<file path="src/rtl/flash_sample_sequencer.sv">
`default_nettype none
// ============================================================================
//  Module   : flash_sample_sequencer
//  Purpose  : Walks a programmable flash word range forward or backward,
//             unpacks LANES = WORD_W/SAMPLE_W samples per word and presents
//             one sample per sample_tick. The next word is prefetched through
//             a single-outstanding rd_req/rd_ack handshake. Supports pause,
//             one-shot or looping playback and restart.
//  Revision : 1.0 - initial release
// ----------------------------------------------------------------------------
//  Parameters
//    ADDR_W       flash word address width
//    WORD_W       flash data word width
//    SAMPLE_W     audio sample width (WORD_W/SAMPLE_W must be a power of two)
//  Ports
//    clk          system clock (single clock domain)
//    reset        asynchronous active-high reset
//    sample_tick  one-cycle strobe at the audio sample rate
//    play         1 = run, 0 = pause
//    dir          1 = ascending addresses, 0 = descending
//    loop_en      1 = wrap at range end, 0 = stop after the last word
//    restart      one-cycle pulse, restart from the range head
//    start_addr   first word of the range (inclusive)
//    end_addr     last word of the range (inclusive)
//    rd_req       flash read request, held until the rd_ack cycle
//    rd_addr      flash word address, stable while rd_req = 1
//    rd_ack       one-cycle pulse, rd_data valid and request complete
//    rd_data      flash read data
//    audio_out    current sample (registered)
//    audio_valid  one-cycle pulse when audio_out carries a new real sample
//    done         high while the sequencer sits in DONE
//    underrun     one-cycle pulse when a tick finds no sample data
//  Build option
//    FLASH_SEQ_UNDERRUN_CNT_EN  adds underrun_count[15:0], a saturating count
//                               of underrun pulses cleared by reset/restart
// ============================================================================
module flash_sample_sequencer #(
    parameter int ADDR_W   = 23,
    parameter int WORD_W   = 32,
    parameter int SAMPLE_W = 16
) (
    input  logic                clk,
    input  logic                reset,
    input  logic                sample_tick,
    input  logic                play,
    input  logic                dir,
    input  logic                loop_en,
    input  logic                restart,
    input  logic [ADDR_W-1:0]   start_addr,
    input  logic [ADDR_W-1:0]   end_addr,
    output logic                rd_req,
    output logic [ADDR_W-1:0]   rd_addr,
    input  logic                rd_ack,
    input  logic [WORD_W-1:0]   rd_data,
    output logic [SAMPLE_W-1:0] audio_out,
    output logic                audio_valid,
    output logic                done,
    output logic                underrun
`ifdef FLASH_SEQ_UNDERRUN_CNT_EN
    ,
    output logic [15:0]         underrun_count
`endif
);

    localparam int LANES  = WORD_W / SAMPLE_W;
    localparam int LANE_W = (LANES > 1) ? $clog2(LANES) : 1;

    localparam logic [LANE_W-1:0] c_LAST_LANE = LANE_W'(LANES - 1);
    localparam logic [LANE_W-1:0] c_LANE_ONE  = LANE_W'(1);
    localparam logic [ADDR_W-1:0] c_ADDR_ONE  = ADDR_W'(1);

    localparam logic [1:0] c_IDLE = 2'd0;
    localparam logic [1:0] c_FILL = 2'd1;
    localparam logic [1:0] c_PLAY = 2'd2;
    localparam logic [1:0] c_DONE = 2'd3;

    // ------------------------------------------------------------------
    // Registers
    // ------------------------------------------------------------------
    logic [1:0]          r_state;
    logic [1:0]          w_state_nxt;
    logic                r_play_d;

    logic [WORD_W-1:0]   r_cur_word;
    logic                r_cur_valid;   // cur_word still has unplayed lanes
    logic                r_cur_dir;     // lane order of the word in cur_word
    logic [LANE_W-1:0]   r_lane;        // lanes already played from cur_word

    logic [WORD_W-1:0]   r_nxt_word;
    logic                r_nxt_valid;
    logic                r_nxt_dir;

    logic                r_req;
    logic [ADDR_W-1:0]   r_req_addr;
    logic                r_req_dir;     // dir sampled when the request issued
    logic                r_discard;     // drop the data of the request in flight
    logic                r_started;     // head word has been requested
    logic                r_fetch_end;   // one-shot range exhausted, no more fetches
    logic [ADDR_W-1:0]   r_last_addr;   // address of the most recent request

    logic [SAMPLE_W-1:0] r_audio;
    logic                r_audio_valid;
    logic                r_done;
    logic                r_underrun;

    // ------------------------------------------------------------------
    // Lane extraction
    // ------------------------------------------------------------------
    logic [SAMPLE_W-1:0] w_lanes [LANES];

    for (genvar g = 0; g < LANES; g++) begin : g_lane
        assign w_lanes[g] = r_cur_word[g*SAMPLE_W +: SAMPLE_W];
    end

    logic [LANE_W-1:0]   w_phys_lane;
    logic [SAMPLE_W-1:0] w_sample;

    // Descending words play from the top lane down.
    assign w_phys_lane = r_cur_dir ? r_lane : (c_LAST_LANE - r_lane);
    assign w_sample    = w_lanes[w_phys_lane];

    // ------------------------------------------------------------------
    // Event decode
    // ------------------------------------------------------------------
    logic w_play_rise;
    logic w_restart_evt;
    logic w_bad_range;
    logic w_ack_ok;
    logic w_tick;
    logic w_last_lane;
    logic w_consume;
    logic w_take_nxt;
    logic w_drain;
    logic w_starved;
    logic w_finish;
    logic w_underrun;
    logic w_ack_to_cur;
    logic w_ack_to_nxt;

    assign w_play_rise   = play & ~r_play_d;
    // A play rising edge only starts playback out of IDLE; in PLAY it resumes.
    assign w_restart_evt = restart | ((r_state == c_IDLE) & w_play_rise);
    assign w_bad_range   = (start_addr > end_addr);

    // Acks without a pending request, or for a discarded request, are dropped.
    // An ack colliding with a restart belongs to the old range.
    assign w_ack_ok      = rd_ack & r_req & ~r_discard & ~w_restart_evt;

    assign w_tick        = sample_tick & play & ~w_restart_evt & (r_state == c_PLAY);
    assign w_last_lane   = (r_lane == c_LAST_LANE);
    assign w_consume     = w_tick & r_cur_valid;
    assign w_take_nxt    = w_consume & w_last_lane & r_nxt_valid;
    assign w_drain       = w_consume & w_last_lane & ~r_nxt_valid;
    assign w_starved     = w_tick & ~r_cur_valid;
    assign w_finish      = w_starved & r_fetch_end & ~r_req;
    assign w_underrun    = w_starved & ~w_finish;

    // cur_word is refilled first; an ack landing as the last lane drains it
    // goes straight into cur_word so no sample is lost.
    assign w_ack_to_cur  = w_ack_ok & (~r_cur_valid | w_drain);
    assign w_ack_to_nxt  = w_ack_ok & ~w_ack_to_cur;

    // ------------------------------------------------------------------
    // Request decision
    // ------------------------------------------------------------------
    logic              w_issue_ok;
    logic              w_slot_free;
    logic              w_at_end;
    logic [ADDR_W-1:0] w_step;
    logic [ADDR_W-1:0] w_head;
    logic              w_issue_head;
    logic              w_want_pf;
    logic              w_range_end;
    logic              w_issue;
    logic [ADDR_W-1:0] w_issue_addr;

    // Pause blocks new requests; a request in flight still completes.
    assign w_issue_ok   = play & ~w_restart_evt & ~r_req &
                          ((r_state == c_FILL) | (r_state == c_PLAY));
    // The prefetch slot frees in the very cycle cur_word takes nxt_word.
    assign w_slot_free  = ~r_nxt_valid | w_take_nxt;
    assign w_at_end     = dir ? (r_last_addr == end_addr) : (r_last_addr == start_addr);
    assign w_step       = dir ? (r_last_addr + c_ADDR_ONE) : (r_last_addr - c_ADDR_ONE);
    assign w_head       = dir ? start_addr : end_addr;

    assign w_issue_head = w_issue_ok & ~r_started;
    assign w_want_pf    = w_issue_ok & r_started & ~r_fetch_end & w_slot_free;
    assign w_range_end  = w_want_pf & w_at_end & ~loop_en;
    assign w_issue      = w_issue_head | (w_want_pf & ~w_range_end);
    // Wrap target equals the head for the current direction.
    assign w_issue_addr = (w_issue_head | w_at_end) ? w_head : w_step;

    // ------------------------------------------------------------------
    // FSM: state register
    // ------------------------------------------------------------------
    always_ff @(posedge clk or posedge reset) begin
        if (reset) begin
            r_state <= c_IDLE;
        end else begin
            r_state <= w_state_nxt;
        end
    end

    // ------------------------------------------------------------------
    // FSM: next state
    // ------------------------------------------------------------------
    always_comb begin
        w_state_nxt = r_state;
        if (w_restart_evt) begin
            w_state_nxt = w_bad_range ? c_DONE : c_FILL;
        end else begin
            case (r_state)
                c_FILL:  if (r_cur_valid) w_state_nxt = c_PLAY;
                c_PLAY:  if (w_finish)    w_state_nxt = c_DONE;
                default: w_state_nxt = r_state;
            endcase
        end
    end

    // ------------------------------------------------------------------
    // FSM: outputs (next values of the registered outputs)
    // ------------------------------------------------------------------
    logic [SAMPLE_W-1:0] w_audio_d;
    logic                w_valid_d;
    logic                w_underrun_d;
    logic                w_done_d;

    always_comb begin
        w_audio_d    = r_audio;
        w_valid_d    = w_consume;
        w_underrun_d = w_underrun;
        w_done_d     = (w_state_nxt == c_DONE);
        if (w_restart_evt || !play || (r_state != c_PLAY) || w_starved) begin
            w_audio_d = '0;
        end else if (w_consume) begin
            w_audio_d = w_sample;
        end
    end

    always_ff @(posedge clk or posedge reset) begin
        if (reset) begin
            r_audio       <= '0;
            r_audio_valid <= 1'b0;
            r_done        <= 1'b0;
            r_underrun    <= 1'b0;
            r_play_d      <= 1'b0;
        end else begin
            r_audio       <= w_audio_d;
            r_audio_valid <= w_valid_d;
            r_done        <= w_done_d;
            r_underrun    <= w_underrun_d;
            r_play_d      <= play;
        end
    end

    // ------------------------------------------------------------------
    // Request channel
    // ------------------------------------------------------------------
    always_ff @(posedge clk or posedge reset) begin
        if (reset) begin
            r_req       <= 1'b0;
            r_req_addr  <= '0;
            r_req_dir   <= 1'b0;
            r_discard   <= 1'b0;
            r_started   <= 1'b0;
            r_fetch_end <= 1'b0;
            r_last_addr <= '0;
        end else begin
            if (r_req && rd_ack) begin
                r_req     <= 1'b0;
                r_discard <= 1'b0;
            end else if (w_issue) begin
                r_req      <= 1'b1;
                r_req_addr <= w_issue_addr;
                r_req_dir  <= dir;
            end

            // Keep the stale request on the bus until it acks, then drop it.
            if (w_restart_evt && r_req && !rd_ack) begin
                r_discard <= 1'b1;
            end

            if (w_restart_evt) begin
                r_started   <= 1'b0;
                r_fetch_end <= 1'b0;
            end else begin
                if (w_issue_head) r_started   <= 1'b1;
                if (w_range_end)  r_fetch_end <= 1'b1;
            end

            if (w_issue) begin
                r_last_addr <= w_issue_addr;
            end
        end
    end

    // ------------------------------------------------------------------
    // Word buffers and lane counter
    // ------------------------------------------------------------------
    always_ff @(posedge clk or posedge reset) begin
        if (reset) begin
            r_cur_word  <= '0;
            r_cur_valid <= 1'b0;
            r_cur_dir   <= 1'b0;
            r_lane      <= '0;
            r_nxt_word  <= '0;
            r_nxt_valid <= 1'b0;
            r_nxt_dir   <= 1'b0;
        end else if (w_restart_evt) begin
            r_cur_valid <= 1'b0;
            r_nxt_valid <= 1'b0;
            r_lane      <= '0;
        end else begin
            if (w_ack_to_cur) begin
                r_cur_word  <= rd_data;
                r_cur_dir   <= r_req_dir;
                r_cur_valid <= 1'b1;
                r_lane      <= '0;
            end else if (w_take_nxt) begin
                r_cur_word  <= r_nxt_word;
                r_cur_dir   <= r_nxt_dir;
                r_lane      <= '0;
            end else if (w_drain) begin
                r_cur_valid <= 1'b0;
                r_lane      <= '0;
            end else if (w_consume) begin
                r_lane      <= r_lane + c_LANE_ONE;
            end

            // nxt_word cannot be valid while a request is outstanding,
            // so these two never coincide.
            if (w_ack_to_nxt) begin
                r_nxt_word  <= rd_data;
                r_nxt_dir   <= r_req_dir;
                r_nxt_valid <= 1'b1;
            end else if (w_take_nxt) begin
                r_nxt_valid <= 1'b0;
            end
        end
    end

    // ------------------------------------------------------------------
    // Optional underrun counter
    // ------------------------------------------------------------------
`ifdef FLASH_SEQ_UNDERRUN_CNT_EN
    logic [15:0] r_ucnt;

    always_ff @(posedge clk or posedge reset) begin
        if (reset) begin
            r_ucnt <= '0;
        end else if (restart) begin
            r_ucnt <= '0;
        end else if (w_underrun && (r_ucnt != 16'hFFFF)) begin
            r_ucnt <= r_ucnt + 16'd1;
        end
    end

    assign underrun_count = r_ucnt;
`endif

    assign rd_req      = r_req;
    assign rd_addr     = r_req_addr;
    assign audio_out   = r_audio;
    assign audio_valid = r_audio_valid;
    assign done        = r_done;
    assign underrun    = r_underrun;

endmodule
`default_nettype wire

</file>
<file path="config.mk">
export PLATFORM = sky130hd
export DESIGN_NAME = flash_sample_sequencer
export DESIGN_NICKNAME = d
export VERILOG_FILES = /design/src/rtl/flash_sample_sequencer.sv
export SDC_FILE = /design/constraint.sdc
export NUM_CORES = 1
export LEC_CHECK = 0
export CORE_MARGIN = 1
export CORE_UTILIZATION = 45
export DETAILED_ROUTE_END_ITERATION = 10
export MAX_ROUTING_LAYER = met4
export PLACE_DENSITY = 0.71
export SYNTH_ARGS = -nofsm -noshare
export SYNTH_HDL_FRONTEND = slang
export SYNTH_SLANG_ARGS = --single-unit
</file>
<file path="constraint.sdc">
create_clock -name clk -period 4.8 [get_ports clk]
set_input_delay 0.72 -clock clk [delete_from_list [all_inputs] [get_ports clk]]
set_output_delay 0.72 -clock clk [all_outputs]
set_load 0.01 [all_outputs]
</file>
==> results.json <==
{
  "startpoint": "play",
  "startpoint_type": "input pin",
  "synth_cell_type_count": 59,
  "postSynthAreaPerCell_um2": 9.57,
  "synth_mux_area_frac": 0.125,
  "ant_nets": 0,
  "hp-class": "flop to flop",
  "grt_pass1_wl_um": 35300,
  "vias_per_cell": 5.60,
  "synth_cells": 888,
  "synth_compound_area_frac": 0.166,
  "antenna_found_initial": 0,
  "final_max_slew_viol_count": 0,
  "power.leakage_nw": 5.00,
  "initial_core_util": 0.467,
  "end_kind": "flop",
  "final_area_um2": 10600,
  "die-area_um2": 19400,
  "synth-xor-area-share": 0.0422,
  "finalSetupViolCount": 0,
  "path_cells": "clkdlybuf4s50_1 > nand2_1 > or4_1 > or3_4 > a21oi_2 > o221ai_4 > nor4_1 > a21oi_1",
  "clk_latency_ns": 0.43,
  "skew_ns": 0.0109,
  "critPathArrivalTime_ns": 3.87,
  "hold_viol": 0,
  "finalSetupTns_ns": 0,
  "drtIter0Drc": 391,
  "drv_cap": 0,
  "crit_path_end": "r_last_addr[19]",
  "cts_tree": "yes",
  "wirelength_um": 21500,
  "powerDensity_nw_per_um2": 524,
  "pre_cts_slack_ns": 0.816,
  "p_int_mw": 3.38,
  "ios": 129,
  "post_cts_buffers": 0,
  "drc": 0,
  "yosysWarnings": 0,
  "cts_resized": 0,
  "fp-row-count": 49,
  "synth_top_family_by_area": "compound AO/OA/AOI/OAI gates",
  "gp_congestion": 0.954,
  "fin_util": 0.584,
  "critPathSlowestCell": "nor4_1",
  "gr-total-overflow": 0,
  "area_growth_syn_to_layout_pct": 25.1,
  "synth-simple-area-share": 0.133,
  "numCtsBuffers": 17,
  "clkTransAtPathRegs_ns": 0.07,
  "ys.flop_type": "dfrtp_1",
  "hpwl_um": 15600,
  "synth-adder-area-share": 0.0730,
  "cts_sinks": 142,
  "vias": 6980,
  "power_mw": 5.57,
  "final_nets": 1139,
  "rsz0062_at_grt": "no",
  "clockBufferDepth": 2,
  "fin_crit_ns": 3.59,
  "reg2reg_slack_ns": 1.33,
  "clock_power_share": 0.235,
  "period_share": 0.749,
  "synth-seq-cells": 142,
  "drive_gt1_frac": 0.0934,
  "crit_type": "input pin to flop",
  "swShare": 0.394,
  "antennaDiodeCount": 0,
  "crit_fanout": 43,
  "outcome": "completed",
  "seq_area_frac_synth": 0.418,
  "drt_first_pass_iters": 5,
  "required_ns": 5.08,
  "htreeDepth": 4,
  "r2r-start": "r_state[0]",
  "r2r_end": "r_last_addr[19]",
  "grt_start_max_net_pins": 90,
  "die_w_um": 139,
  "max_stage_delay_ns": 0.68,
  "die_h_um": 139,
  "port_buffers": 128,
  "fmax_mhz": 278,
  "syn_nets": 1023,
  "synth-async-reset-ratio": 1.00,
  "combPwrFrac": 0.422,
  "grt_use_total": 0.238,
  "p_sw_mw": 2.19,
  "place_area_um2": 10000,
  "cts_hold_buf": 0,
  "synth_edf_count": 0,
  "slew_headroom": 0.187,
  "seq_power_share": 0.343,
  "worst-slew-pin-transition_ns": 1.22,
  "root_buffer": "clkbuf_16",
  "wl_per_cell_um": 17.2,
  "core-area_um2": 18200,
  "reg2reg_depth": 9,
  "syn_area_um2": 8500,
  "ir_drop_v": 0.000302,
  "fin_ws_ns": 1.21,
  "grt_pass1_vias": 6832
}
[state kept, by name, indices dropped and copies added (netlist names), 2 cells and up]
name / cells
audio_out: 16
r_cur_word: 32
r_last_addr: 23
r_nxt_word: 32
r_state: 2
rd_addr: 23
[power by group through the flow]
stage	clock network (mW)	logic, mW	registers (mW)
2_1_floorplan	0	1.59	1.87
3_3_place_gp	0	2.30	1.92
3_5_place_dp	0	2.33	1.93
4_1_cts	1.33	2.35	1.91
5_1_grt	1.39	2.62	1.95
6_report	1.31	2.35	1.91
[cell usage in the layout, fill, tap and decap left out, drive strengths merged, types with 13 or more instances in the layout]
cell	count
nor2b	13
buf	15
mux2i	64
a211oi	21
ha	48
nand2	142
a21oi	47
nor2	34
mux2	37
clkdlybuf4s50	127
o21ai	66
xnor2	31
clkbuf	17
inv	48
a21o	18
dfrtp	142
a22oi	33
[layer usage]
metal,share of wire,wire [um],global-route usage,vias up
li1,-,-,-,3409
met1,0.47,10000,0.316,3318
met2,0.45,9570,0.356,218
met3,0.062,1320,0.0506,35
met4,0.025,533,0.0918,0
met5,0,0,-,-
[worst max-delay path, delay by kind of cell]
kind | cells | cell delay [ns]
AND/OR/NAND/NOR | 4 | 1.72
AO/OA/AOI/OAI | 3 | 0.83
buffers and inverters | 1 | 0.60
[layout make-up]
cell class | instances | area [um2]
clock buffer | 17 | 425
clock inverter | 15 | 171
fill | 1540 | 7570
inverter | 40 | 155
multi-input combinational | 661 | 4620
sequential | 142 | 3550
tap | 229 | 287
timing repair buffer | 142 | 1420
[stage by stage]
| step | hold WS [ns] | instances |
|---|---|---|
| after detailed placement | 0.462 | 1214 |
| final | 0.474 | 1246 |
| after CTS | 0.479 | 1246 |
| after global placement | 0.457 | 1214 |
| after floorplan | 0.445 | 888 |
| after global routing | 0.504 | 1246 |
[kinds of logic (layout without fill, tap and decap cells)]
kind of cell | count (synthesis) | count (layout)
buf+inv | 85 | 214
simple gates | 249 | 249
flops | 142 | 142
fa+ha+maj | 49 | 49
mux | 101 | 101
xor+xnor | 41 | 41
compound gates | 221 | 221
[worst min-delay path by stage]
stage                   startpoint             end  slack [ns]  cells after the start
CTS                 r_cur_word[15]  r_cur_word[15]        0.48                      2
floorplan            r_cur_word[0]   r_cur_word[0]        0.45                      2
finish              r_cur_word[13]  r_cur_word[13]        0.47                      2
global route        r_cur_word[20]  r_cur_word[20]        0.50                      2
detailed placement  r_cur_word[13]  r_cur_word[13]        0.46                      2
global placement    r_cur_word[19]  r_cur_word[19]        0.46                      2
[cells in the mapped netlist, drive strengths merged (13+ instances only)]
cell type / number / share of area
clkbuf: 28 / 0.012
mux2: 37 / 0.050
buf: 17 / 0.012
nand2: 142 / 0.063
o21ai: 66 / 0.039
ha: 48 / 0.071
a22oi: 33 / 0.029
a21oi: 47 / 0.028
nor2: 34 / 0.015
a21o: 18 / 0.016
xnor2: 31 / 0.032
inv: 40 / 0.018
a211oi: 21 / 0.019
mux2i: 64 / 0.075
nor2b: 13 / 0.0096
dfrtp: 142 / 0.42
Note: power is estimated with default switching activity, not from simulation.
